--- config.mk ---
export PLATFORM = sky130hd
export DESIGN_NAME = fifo_wr_arbiter
export DESIGN_NICKNAME = d
export VERILOG_FILES = /design/src/rtl/fifo_wr_arbiter.sv
export SDC_FILE = /design/constraint.sdc
export NUM_CORES = 1
export LEC_CHECK = 0
export CORE_ASPECT_RATIO = 1.2
export CORE_MARGIN = 5
export CORE_UTILIZATION = 29
export CTS_BUF_LIST = sky130_fd_sc_hd__clkbuf_4 sky130_fd_sc_hd__clkbuf_8
export DETAILED_ROUTE_END_ITERATION = 10
export GPL_ROUTABILITY_DRIVEN = 0
export PLACE_DENSITY = 0.73
export SYNTH_ARGS = -nofsm -noshare
export SYNTH_HDL_FRONTEND = slang
export SYNTH_SLANG_ARGS = --single-unit
--- constraint.sdc ---
create_clock -name w_clk -period 1.86 [get_ports w_clk]
set_clock_uncertainty 0.05 [all_clocks]
set_input_delay 0.186 -clock w_clk [delete_from_list [all_inputs] [get_ports w_clk]]
set_output_delay 0.186 -clock w_clk [all_outputs]
set_load 0.05 [all_outputs]
--- src/rtl/fifo_wr_arbiter.sv ---
`default_nettype none
// ============================================================================
// Module      : fifo_wr_arbiter
// Description : Round-robin arbiter sharing one async-FIFO write port among
//               NUM_REQ producers with bounded bursts; never writes while full.
//               Optional stall statistics: FIFO_WR_ARB_STALL_STATS_EN.
// Revision    : 1.0 - initial release
// ============================================================================
module fifo_wr_arbiter #(
  parameter int NUM_REQ    = 4,
  parameter int DATA_WIDTH = 8,
  parameter int BURST_MAX  = 4
) (
  input  logic                          w_clk,
  input  logic                          wrst_n,
  input  logic [NUM_REQ-1:0]            req,
  input  logic [NUM_REQ*DATA_WIDTH-1:0] req_data,
  input  logic                          w_full,
  output logic [NUM_REQ-1:0]            gnt,
  output logic                          w_inc,
  output logic [DATA_WIDTH-1:0]         w_data,
  output logic [$clog2(NUM_REQ)-1:0]    owner_id,
  output logic                          busy,
  output logic [15:0]                   stall_cnt
);

  localparam int             IDW         = $clog2(NUM_REQ);
  localparam logic [3:0]     C_LAST_BEAT = 4'(BURST_MAX - 1);
  localparam logic [IDW-1:0] C_LAST_ID   = IDW'(NUM_REQ - 1);

  typedef enum logic [0:0] {
    S_IDLE  = 1'b0,
    S_BURST = 1'b1
  } state_t;

  state_t                  r_state;
  state_t                  w_state_nxt;
  logic [IDW-1:0]          r_rr_ptr;
  logic [IDW-1:0]          r_owner;
  logic [IDW-1:0]          w_rr_nxt;
  logic [IDW-1:0]          w_owner_nxt;
  logic [IDW-1:0]          w_rr_after;
  logic [IDW-1:0]          w_pick;
  logic [IDW-1:0]          w_cand;
  logic                    w_found;
  logic [3:0]              r_beat_cnt;
  logic [3:0]              w_beat_nxt;
  logic                    w_owner_req;
  logic [DATA_WIDTH-1:0]   w_slice [NUM_REQ];

  generate
    for (genvar gi = 0; gi < NUM_REQ; gi++) begin : g_slice
      assign w_slice[gi] = req_data[gi*DATA_WIDTH +: DATA_WIDTH];
      assign gnt[gi]     = w_inc && (r_owner == IDW'(gi));
    end
  endgenerate

  // Reset gates the write strobe combinationally so the reset-cycle beat is lost.
  assign w_owner_req = req[r_owner];
  assign w_inc       = (r_state == S_BURST) && w_owner_req && !w_full && !wrst_n;
  assign w_data      = w_slice[r_owner];
  assign owner_id    = r_owner;
  assign busy        = (r_state == S_BURST);
  assign w_rr_after  = (r_owner == C_LAST_ID) ? '0 : r_owner + IDW'(1);

  always_comb begin
    w_pick  = '0;
    w_found = 1'b0;
    w_cand  = r_rr_ptr;
    for (int k = 0; k < NUM_REQ; k++) begin
      if (!w_found && req[w_cand]) begin
        w_pick  = w_cand;
        w_found = 1'b1;
      end
      w_cand = (w_cand == C_LAST_ID) ? '0 : w_cand + IDW'(1);
    end
  end

  always_comb begin
    w_state_nxt = r_state;
    w_rr_nxt    = r_rr_ptr;
    w_owner_nxt = r_owner;
    w_beat_nxt  = r_beat_cnt;
    case (r_state)
      S_IDLE: begin
        if (|req) begin
          w_owner_nxt = w_pick;
          w_beat_nxt  = 4'd0;
          w_state_nxt = S_BURST;
        end
      end
      S_BURST: begin
        if (!w_owner_req) begin
          w_state_nxt = S_IDLE;
          w_rr_nxt    = w_rr_after;
        end else if (w_inc) begin
          w_beat_nxt = r_beat_cnt + 4'd1;
          if (r_beat_cnt == C_LAST_BEAT) begin
            w_state_nxt = S_IDLE;
            w_rr_nxt    = w_rr_after;
          end
        end
      end
      default: w_state_nxt = S_IDLE;
    endcase
  end

  always_ff @(posedge w_clk) begin
    if (wrst_n) begin
      r_state    <= S_IDLE;
      r_rr_ptr   <= '0;
      r_owner    <= '0;
      r_beat_cnt <= 4'd0;
    end else begin
      r_state    <= w_state_nxt;
      r_rr_ptr   <= w_rr_nxt;
      r_owner    <= w_owner_nxt;
      r_beat_cnt <= w_beat_nxt;
    end
  end

`ifdef FIFO_WR_ARB_STALL_STATS_EN
  logic        w_stall;
  logic [15:0] r_stall_cnt;

  assign w_stall   = (r_state == S_BURST) && w_owner_req && w_full;
  assign stall_cnt = r_stall_cnt;

  always_ff @(posedge w_clk) begin
    if (wrst_n) begin
      r_stall_cnt <= 16'h0000;
    end else if (w_stall && (r_stall_cnt != 16'hFFFF)) begin
      r_stall_cnt <= r_stall_cnt + 16'd1;
    end
  end
`else
  assign stall_cnt = 16'h0000;
`endif

endmodule
`default_nettype wire

# --- Word level (Yosys, flattened, before mapping) ---
# Index checks and enable logic that the tools add are counted.
word_totals:
  reg_bits: 9
  elab_cells: 85
  output_inout_bits: 32
  inputBits: 39
classes:
  bitwise: 2
  reduce_logical: 20
  magnitude_cmp: 6
  n_mux: 36
  n_eq_ne: 12
  addsub: 5
op_table:
  columns: ["cell", "count"]
  rows:
  - ["$mux W2", 11]
  - ["$bmux W8 S2", 1]
  - ["$mux W8", 2]
  - ["$lt A2 B3 Y1 const B", 5]
  - ["$mux W1", 12]
  - ["$mux W4", 3]
  - ["$bmux W1 S2", 5]
  - ["$eq A2 B2 Y1 const B", 5]
  - ["$logic_and A1 B1 Y1", 10]
  - ["$add A2 B1 Y2 const B", 4]
  - ["$pmux W4 S2", 1]
  - ["$ne A2 B2 Y1 const B", 3]
  - ["$reduce_and A3 Y1", 2]
  - ["$logic_not A1 Y1", 5]
  - ["$add A4 B1 Y4 const B", 1]
  - ["$eq A4 B2 Y1 const B", 1]
  - ["$ne A2 B1 Y1 const B", 2]
  - ["$reduce_or A4 Y1", 1]
  - ["$ge A3 B3 Y1 const B", 1]
  - ["$not A2 Y3", 1]
  - ["$eq A2 B1 Y1 const B", 1]
  - ["$logic_not A2 Y1", 1]
  - ["$pmux W1 S2", 1]
  - ["$reduce_and A2 Y1", 1]
  - ["$not A1 Y1", 1]

# --- Depth between registers and ports, before layout ---
# Gate-level depths: netlist of run 1.
logic_depth:
  word_depth: 12
  mapped_depth: 7

# --- Worst setup path after synthesis of run 1 ---
# OpenSTA, ideal clock, no wires.
synth_timing:
  kind: "register to output"
  from: "register r_owner[0] (netlist: owner_id[0])"
  to: "output port gnt[0]"
  setup_slack_ns: -0.491
  path_stages_with_launch: 5
  path_buffers: 1
  required_time_ns: 1.624
  t_arrival_ns: 2.115
  path_cell_list: "dfxtp_1 mux4_2 nor4b_2 buf_2 and2_1"
synth_between:
  elab_chain_len: 6
  word_cells_on_any_way: 7
synth_lines:
  columns: ["item", "line_no", "source"]
  rows:
  - ["start, declared", "39", "logic [IDW-1:0] r_owner;"]
  - ["start signal, assigned", "117", "r_owner <= w_owner_nxt;"]
  - ["$bmux W1 S2", "59", "assign w_owner_req = req[r_owner];"]
  - ["$mux W1 (not written as such)", "59", null]
  - ["$logic_and A1 B1 Y1 (3 in a row)", "60", "assign w_inc = (r_state == S_BURST) && w_owner_req && !w_full && !wrst_n;"]
  - ["named net w_inc", "20", "output logic w_inc,"]
  - ["$logic_and A1 B1 Y1", "54", "assign gnt[gi] = w_inc && (r_owner == IDW'(gi));"]
  - ["end, declared", "19", "output logic [NUM_REQ-1:0] gnt,"]
# The timed path passes the listed nets, and every way through them passes these cells. The select of a mux whose other input is x is not followed.

# --- Worst setup path after layout of run 1 ---
layout_timing:
  from: "register r_owner[0] (netlist: owner_id[0])"
  to: "output port gnt[0]"
layout_between:
  elab_chain_len: 6
  word_cells_on_any_way: 7
layout_lines:
  columns: ["item", "line_no"]
  rows:
  - ["$bmux W1 S2", "59"]
  - ["$mux W1 (not written as such)", "59"]
  - ["$logic_and A1 B1 Y1 (3 in a row)", "60"]
  - ["$logic_and A1 B1 Y1 (*)", "54"]
# Every way passes the cells marked *; elsewhere a longest branch is shown, timed or not. The select of a mux whose other input is x is not followed.

==> results.sh, run 1 <==
export IMPL_dieArea_sq_mm=0.00526
export IMPL_critPathBufInv=2
export IMPL_hold_viol_final=0
export IMPL_start_util=0.295
export IMPL_antenna_found_initial=0
export IMPL_clockRootBuffer="clkbuf_8"
export IMPL_synth_edff_count=0
export IMPL_path_clk_slew_ns=0.04
export IMPL_areaGrowthSynthToFinish_pct=73.4
export IMPL_worst_pin_slew_ns=0.505
export IMPL_cp_startpoint="owner_id[0]"
export IMPL_r2r_end="owner_id[0]"
export IMPL_regArea_sq_um=188
export IMPL_drc=0
export IMPL_die_w_um=67.1
export IMPL_grt_max_degree=15
export IMPL_rsz0062_at_grt="yes"
export IMPL_cap_violations=0
export IMPL_status="complete, but fails checks"
export IMPL_n_antenna_cell=0
export IMPL_setup_ws_ns=-0.0849
export IMPL_hold_ws_ns=0.497
export IMPL_timing_fmax_mhz=514
export IMPL_drtAntennaViolNets=0
export IMPL_crit_path_end="gnt[0]"
export IMPL_endpoint_kind="output pin"
export IMPL_min_delay_start="r_beat_cnt[3]"
export IMPL_slew_headroom=0.662
export IMPL_hpwl_mm=2.82
export IMPL_core_sq_mm=0.00385
export IMPL_power_total_mw=1.29
export IMPL_r2r_start="r_rr_ptr[0]"
export IMPL_failed_checks="negative setup slack"
export IMPL_grt_overflow_total=0
export IMPL_die_h_um=78.5
export IMPL_syn_cell_area_sq_mm=0.00113
export IMPL_place_area_sq_mm=0.00182
export IMPL_cpMaxStageDelayCell="mux4_2"
export IMPL_cts_sinks=9
export IMPL_ys_flop_type="dfxtp_1"
export IMPL_ys_seq_area_frac=0.159
export IMPL_rows=25
export IMPL_worstHoldPathType="flop to flop"
export IMPL_wl_per_cell_um=14.4
export IMPL_grt_pass1_wl_mm=5.08
export IMPL_insertion_delay_ns=0.23
export IMPL_cp_num_cells=5
export IMPL_arrival_ns=1.71
export IMPL_slew_violations=0
export IMPL_cp_start_kind="flop"
export IMPL_timing_critical_path_cells="mux4_2 -> nor4b_4 -> buf_4 -> and2_4 -> buf_12"
export IMPL_vias_per_cell=4.83
export IMPL_power_density_mw_per_mm2=658
export IMPL_synthArstFlopShare=0
export IMPL_utilization=0.511
export IMPL_routed_wl_mm=3.64
export IMPL_fin_nets=244
export IMPL_syn_inst=127
export IMPL_power_leakage_nw=0.787
export IMPL_setup_viol_count_final=5
export IMPL_crit_fanout=5
export IMPL_fill_cells=348
export IMPL_drive_above_1_share=0.354
export IMPL_fin_crit_sh=1.05
export IMPL_yosysWarningCount=0
export IMPL_cts_tree="yes"
export IMPL_via_count=1217
export IMPL_grt_pass1_vias=1147
export IMPL_multi_input_area_sq_um=887
export IMPL_setup_tns_ns=-0.356
export IMPL_portBuffers=54
export IMPL_required_ns=1.62
export IMPL_synth_seq_cells=9
export IMPL_numCtsBuffers=3
export IMPL_hold_depth=2
export IMPL_cp_top_family="multiplexers"
export IMPL_critical_path_max_stage_delay_ns=0.53
export IMPL_htreeDepth=1
export IMPL_syn_avg_cell_area_sq_um=8.93
export IMPL_reg2reg_setup_slack_ns=0.02
export IMPL_irDropWorstVdd_v=0.000209
export IMPL_dr_pass1_iters=4
export IMPL_ios=71
export IMPL_ys_types=45
export IMPL_r2r_cells=6
export IMPL_min_period_ns=1.94
export IMPL_critical_path_class="flop to output pin"
export IMPL_finalInstanceArea_sq_mm=0.00197
export IMPL_clockBufferDepth=2
export IMPL_grt_usage=0.125
export IMPL_drt_initial_drc_count=44
[worst min-delay path by stage]
stage	end
detailed placement	r_beat_cnt[0]
global route	r_beat_cnt[0]
floorplan	busy
global placement	r_beat_cnt[0]
CTS	r_beat_cnt[0]
finish	r_beat_cnt[3]
[kinds of logic (layout without fill, tap and decap cells)]
group | Yosys count | after routing | share of synthesized area
flops | 9 | 9 | 0.159
other cells | 1 | 16 | 0.00331
compound gates | 24 | 24 | 0.145
simple gates | 39 | 39 | 0.196
mux | 16 | 16 | 0.247
xor+xnor | 3 | 3 | 0.0232
buf+inv | 29 | 85 | 0.160
fa+ha+maj | 6 | 6 | 0.0662
[metal layers]
layer  track usage  wire length (um)  up-vias
met4        0.0487                76        0
met1         0.115              1210      553
met2         0.245              1870       72
li1              -                 -      586
met5             0                 0        -
met3        0.0372               485        6
[layout by cell type (no fill, tap or decap), drive strengths merged, types with 2 or more instances in the layout]
cell,Yosys,layout
buf,22,39
clkdlybuf4s50,0,37
nor4,2,2
dfxtp,9,9
o21ai,4,4
nand4,2,2
nor3,4,4
a22oi,2,2
and2,5,5
mux4,9,9
mux2i,4,4
nor3b,2,2
dlygate4sd2,0,2
nor2,8,8
inv,3,3
nand2,5,5
o211ai,2,2
mux2,3,3
nor2b,2,2
a41oi,2,2
ha,6,6
conb,1,16
nand3,3,3
a21oi,5,5
clkbuf,4,4
xor2,2,2
[registers in the layout, indices dropped and copies added (netlist names)]
signal	cells
busy	1
r_beat_cnt	4
r_rr_ptr	2
owner_id	2
[report_power, final]
part,total [mW],switching [mW],internal [mW]
Sequential,0.228,0.0156,0.212
Combinational,0.823,0.469,0.353
Clock,0.243,0.0791,0.164
Total,1.29,0.564,0.729
[tightest hold or removal path: cells and delay by family (launching register included)]
family	cells	cell delay, ns
simple gates	1	0.05
xor+xnor	1	0.13
flops	1	0.32
[cells in the mapped netlist, types with 2 or more instances]
cell | number | share of area
o21ai_0 | 4 | 0.018
and2_1 | 5 | 0.028
ha_1 | 6 | 0.066
clkbuf_1 | 4 | 0.013
dfxtp_1 | 9 | 0.16
nand2_1 | 5 | 0.017
a21oi_1 | 5 | 0.022
nor3_1 | 4 | 0.018
o211ai_1 | 2 | 0.013
nand3_1 | 3 | 0.013
nor2b_1 | 2 | 0.011
a22oi_1 | 2 | 0.013
buf_4 | 16 | 0.11
nor4_1 | 2 | 0.011
inv_1 | 3 | 0.0099
mux2i_1 | 3 | 0.026
mux2_1 | 2 | 0.020
buf_2 | 4 | 0.018
a41oi_1 | 2 | 0.015
xor2_1 | 2 | 0.015
nor3b_1 | 2 | 0.013
nor2_1 | 8 | 0.026
nand4_1 | 2 | 0.011
mux4_2 | 9 | 0.18
[repair_timing]
item                                    CTS  global route
buffers inserted                          6             0
hold buffers                              0             0
pin swaps                                 6             1
endpoints found under the setup margin   10            11
resized for setup                         7             6
[per-stage QoR]
step,instances,setup slack (ns)
2_1_floorplan,142,0.0251
3_3_place_gp,242,-0.436
3_5_place_dp,242,-0.437
4_1_cts,252,-0.0995
5_1_grt,252,-0.113
6_report,252,-0.0849
[final cells by class]
class / instances / area share
clock buffer: 4 / 0.0248
sequential: 9 / 0.0955
timing repair buffer: 78 / 0.388
inverter: 3 / 0.00573
multi-input combinational: 104 / 0.451
tap: 54 / 0.0344
(Power assumes the default switching activity.)
==> inputs of run 2 (changes only) <==
CORE_MARGIN = 1   (was 5)
SKIP_CTS_REPAIR_TIMING = 1   (was unset)
==> run 2 against run 1 <==
- the flow still finishes with violations (negative setup slack)
- final cell count is the same
- maximum frequency increased by 0.33%
- non-clock buffer count increased by 2
- sequential cell count unchanged
==> results.sh, run 2 (synthesis results as in run 1) <==
export IMPL_status="complete, but fails checks"
export IMPL_failed_checks="negative setup slack"
export IMPL_fin_crit_sh=1.04
export IMPL_rsz0062_at_grt="yes"
export IMPL_utilization=0.545
export IMPL_max_flop_register="r_beat_cnt"
export IMPL_grt_overflow_total=0
export IMPL_critical_path_class="flop to output pin"
export IMPL_arrival_ns=1.70
export IMPL_cts_sinks=9
export IMPL_fill_cells=325
export IMPL_worstHoldPathType="flop to flop"
export IMPL_drtAntennaViolNets=0
export IMPL_critical_path_max_stage_delay_ns=0.51
export IMPL_grt_pass1_vias=1114
export IMPL_slew_headroom=0.605
export IMPL_layout_commonest_cell="clkdlybuf4s50_1"
export IMPL_areaGrowthSynthToFinish_pct=77.6
export IMPL_routed_wl_mm=3.37
export IMPL_portBuffers=54
export IMPL_die_w_um=59.1
export IMPL_drt_initial_drc_count=29
export IMPL_power_density_mw_per_mm2=660
export IMPL_fin_nets=246
export IMPL_vias_per_cell=4.99
export IMPL_n_antenna_cell=0
export IMPL_numCtsBuffers=3
export IMPL_cp_top_family="multiplexers"
export IMPL_grt_pass1_wl_mm=4.64
export IMPL_regArea_sq_um=190
export IMPL_cpMaxStageDelayCell="mux4_2"
export IMPL_clockBufferDepth=2
export IMPL_htreeDepth=1
export IMPL_dr_pass1_iters=4
export IMPL_cp_start_kind="flop"
export IMPL_critPathBufInv=2
export IMPL_setup_ws_ns=-0.0786
export IMPL_final_cell_mix="clkdlybuf4s50_1 (35), buf_4 (34), conb_1 (16), mux4_2 (9), nor2_1 (8)"
export IMPL_timing_critical_path_cells="mux4_2 -> nor4b_4 -> buf_4 -> and2_4 -> buf_12"
export IMPL_antenna_found_initial=0
export IMPL_path_clk_slew_ns=0.04
export IMPL_timing_fmax_mhz=516
export IMPL_power_leakage_nw=0.841
export IMPL_start_util=0.307
export IMPL_largest_reg_flops=4
export IMPL_grtUsageMet2=0.266
export IMPL_cts_tree="yes"
export IMPL_ios=71
export IMPL_clockRootBuffer="clkbuf_8"
export IMPL_multi_input_area_sq_um=902
export IMPL_slew_violations=0
export IMPL_min_period_ns=1.94
export IMPL_wl_per_cell_um=13.4
export IMPL_globalRouteMet3Util=0.0333
export IMPL_crit_fanout=7
export IMPL_hpwl_mm=2.48
export IMPL_cap_violations=0
export IMPL_core_sq_mm=0.00369
export IMPL_insertion_delay_ns=0.23
export IMPL_required_ns=1.62
export IMPL_drc=0
export IMPL_setup_viol_count_final=6
export IMPL_worst_pin_slew_ns=0.590
export IMPL_top_usage_layer="met2"
export IMPL_grt_usage=0.142
export IMPL_grt_max_degree=15
export IMPL_endpoint_kind="output pin"
export IMPL_power_total_mw=1.33
export IMPL_die_h_um=70.5
export IMPL_irDropWorstVdd_v=0.000251
export IMPL_via_count=1257
export IMPL_dieArea_sq_mm=0.00416
export IMPL_hold_viol_final=0
export IMPL_grtUsageMet1=0.145
export IMPL_rows=24
export IMPL_drive_above_1_share=0.370
-- run 2: cell types whose count changed in the layout (fill, tap and decap cells not counted), sizes merged --
cell / delta
buf: +1
clkbuf: +1
clkdlybuf4s50: -2
dlygate4sd2: -2
dlymetal6s2s: +4
-- run 2: layer usage --
layer / part of all wire / wire length, um / vias up
met1: 0.34 / 1140 / 580
met4: 0.031 / 106 / 0
li1: - / - / 586
met3: 0.10 / 351 / 10
met2: 0.53 / 1780 / 81
met5: 0 / 0 / -
-- run 2: area by class of cell --
class                   count  area share
multi-input cells         104       0.448
repair buffers             80       0.395
flip-flops and latches      9      0.0945
well taps                  52      0.0323
clock buffers               4      0.0242
inverters                   3     0.00559
-- run 2: report_power, final --
group / switching [mW] / internal, mW / total [mW]
sequential: 0.0154 / 0.212 / 0.227
clock: 0.0742 / 0.164 / 0.238
combinational: 0.485 / 0.380 / 0.864
total: 0.574 / 0.755 / 1.33
-- run 2: worst reg2reg max path, stage by stage (launching register included) --
cell     delay, ns
dfxtp_4       0.35
ha_4          0.29
buf_4         0.18
mux2_2        0.38
nor2_1        0.09
nand2_1       0.05
a22o_1        0.20
a41oi_2       0.20
-- run 2: path summary, 6_finish.rpt --
check,depth (start not counted),start,slack [ns],endpoint
min,2,r_beat_cnt[0],0.51,r_beat_cnt[0]
max,5,owner_id[0],-0.08,gnt[0]
min reg2reg,2,r_beat_cnt[0],0.51,r_beat_cnt[0]
max reg2reg,7,r_rr_ptr[0],-0.03,owner_id[0]
-- run 2: stage by stage --
step                cell area (sq um)  TNS, ns  setup WS (ns)  hold WS (ns)  cells
floorplan                        1210        0         0.0251         0.440    142
global placement                 1800    -4.43         -0.497         0.485    240
finish                           2010   -0.360        -0.0786         0.513    252
detailed placement               1800    -4.69         -0.522         0.498    240
global route                     2010   -0.553         -0.107         0.545    252
CTS                              1850    -3.31         -0.518         0.518    244
==> inputs of run 3 (changes only) <==
CORE_MARGIN = 10   (was 1)
==> run 3 against run 2 <==
- critical path depth did not move
- first-iteration DRC count rose by 17%
- routed wire length rose by 22%
- final cell count fell by 1.6%
- clock-buffer cell count did not move
- non-clock buffer count fell by 4
- critical path type unchanged
- die area rose by 64%
- the flow still finishes with violations (negative setup slack)
==> results.sh, run 3 (synthesis results as in run 1) <==
export IMPL_status="complete, but fails checks"
export IMPL_failed_checks="negative setup slack"
export IMPL_power_total_mw=1.31
export IMPL_areaGrowthSynthToFinish_pct=74.7
export IMPL_numCtsBuffers=3
export IMPL_portBuffers=54
export IMPL_antenna_found_initial=0
export IMPL_grt_max_degree=15
export IMPL_hold_viol_final=0
export IMPL_min_period_ns=1.89
export IMPL_timing_critical_path_cells="mux4_2 -> nor4b_4 -> buf_6 -> and2_4 -> buf_12"
export IMPL_critical_path_class="flop to output pin"
export IMPL_fill_cells=329
export IMPL_htreeDepth=1
export IMPL_irDropWorstVdd_v=0.000244
export IMPL_place_area_sq_mm=0.00181
export IMPL_setup_viol_count_final=4
export IMPL_endpoint_kind="output pin"
export IMPL_vias_per_cell=4.88
export IMPL_cpMaxStageDelayCell="mux4_2"
export IMPL_cp_top_family="multiplexers"
export IMPL_layout_commonest_cell="clkdlybuf4s50_1"
export IMPL_rsz0062_at_grt="yes"
export IMPL_cap_violations=0
export IMPL_arrival_ns=1.66
export IMPL_slew_violations=0
export IMPL_routed_wl_mm=4.12
export IMPL_fin_crit_sh=1.02
export IMPL_n_antenna_cell=0
export IMPL_core_sq_mm=0.00369
export IMPL_wl_per_cell_um=16.6
export IMPL_hpwl_mm=3.24
export IMPL_worst_pin_slew_ns=0.684
export IMPL_fin_nets=242
export IMPL_clockRootBuffer="clkbuf_8"
export IMPL_grt_usage=0.111
export IMPL_cp_start_kind="flop"
export IMPL_grt_pass1_wl_mm=6.26
export IMPL_power_leakage_nw=0.814
export IMPL_insertion_delay_ns=0.23
export IMPL_cts_tree="yes"
export IMPL_cts_sinks=9
export IMPL_timing_fmax_mhz=528
export IMPL_grt_overflow_total=0
export IMPL_power_density_mw_per_mm2=660
export IMPL_dr_pass1_iters=4
export IMPL_die_h_um=88.5
export IMPL_slew_headroom=0.543
export IMPL_drc=0
export IMPL_drt_initial_drc_count=34
export IMPL_dieArea_sq_mm=0.00682
export IMPL_start_util=0.307
export IMPL_die_w_um=77.1
export IMPL_grt_pass1_vias=1215
export IMPL_clockBufferDepth=2
export IMPL_crit_fanout=7
export IMPL_drive_above_1_share=0.357
export IMPL_via_count=1211
export IMPL_max_flop_register="r_beat_cnt"
export IMPL_path_clk_slew_ns=0.05
export IMPL_required_ns=1.62
export IMPL_dp_slack_ns=-0.487
export IMPL_critPathBufInv=2
export IMPL_drtAntennaViolNets=0
export IMPL_rows=24
export IMPL_final_cell_mix="clkdlybuf4s50_1 (35), buf_4 (26), conb_1 (16), mux4_2 (9), nor2_1 (7)"
export IMPL_finalInstanceArea_sq_mm=0.00198
export IMPL_largest_reg_flops=4
export IMPL_ios=71
export IMPL_critical_path_max_stage_delay_ns=0.51
export IMPL_setup_ws_ns=-0.0328
export IMPL_worstHoldPathType="flop to flop"
export IMPL_utilization=0.536
-- run 3: final timing paths --
path,startpoint,to,slack [ns],cells after the start
worst max-delay path,owner_id[0],gnt[3],-0.03,5
worst min-delay path,r_beat_cnt[2],r_beat_cnt[2],0.52,2
worst max register to register,r_rr_ptr[0],owner_id[0],0.02,6
worst min register to register,r_beat_cnt[2],r_beat_cnt[2],0.52,2
-- run 3: layout make-up --
cell class              instances  area (sq um)  share of cell area
inverters                       3          11.3             0.00569
well taps                      52          65.1              0.0328
repair buffers                 76           757               0.382
clock buffers                   4          48.8              0.0246
flip-flops and latches          9           190              0.0960
multi-input cells             104           908               0.459
-- run 3: worst min-delay path, cell delays in order (launching register included) --
cell and delay, ns:
dfxtp_1 0.32, xor2_1 0.14, nor3_1 0.05
-- run 3: report_power, final --
part	switching, mW	internal [mW]
sequential	0.0143	0.212
combinational	0.484	0.356
clock	0.0765	0.164
total	0.575	0.731
-- run 3: layer usage --
layer  GRT usage  up-vias  share of wire
li1            -      576              -
met1       0.133      568           0.43
met2       0.186       65           0.48
met3      0.0264        2          0.070
met4      0.0498        0          0.010
met5           0        -              0
-- run 3: stage by stage --
| stage | instances | hold slack (ns) | setup TNS (ns) |
|---|---|---|---|
| global placement | 241 | 0.488 | -3.99 |
| finish | 248 | 0.519 | -0.0992 |
| floorplan | 142 | 0.440 | 0 |
| detailed placement | 241 | 0.499 | -4.47 |
| CTS | 245 | 0.512 | -3.28 |
| global route | 248 | 0.548 | -0.319 |
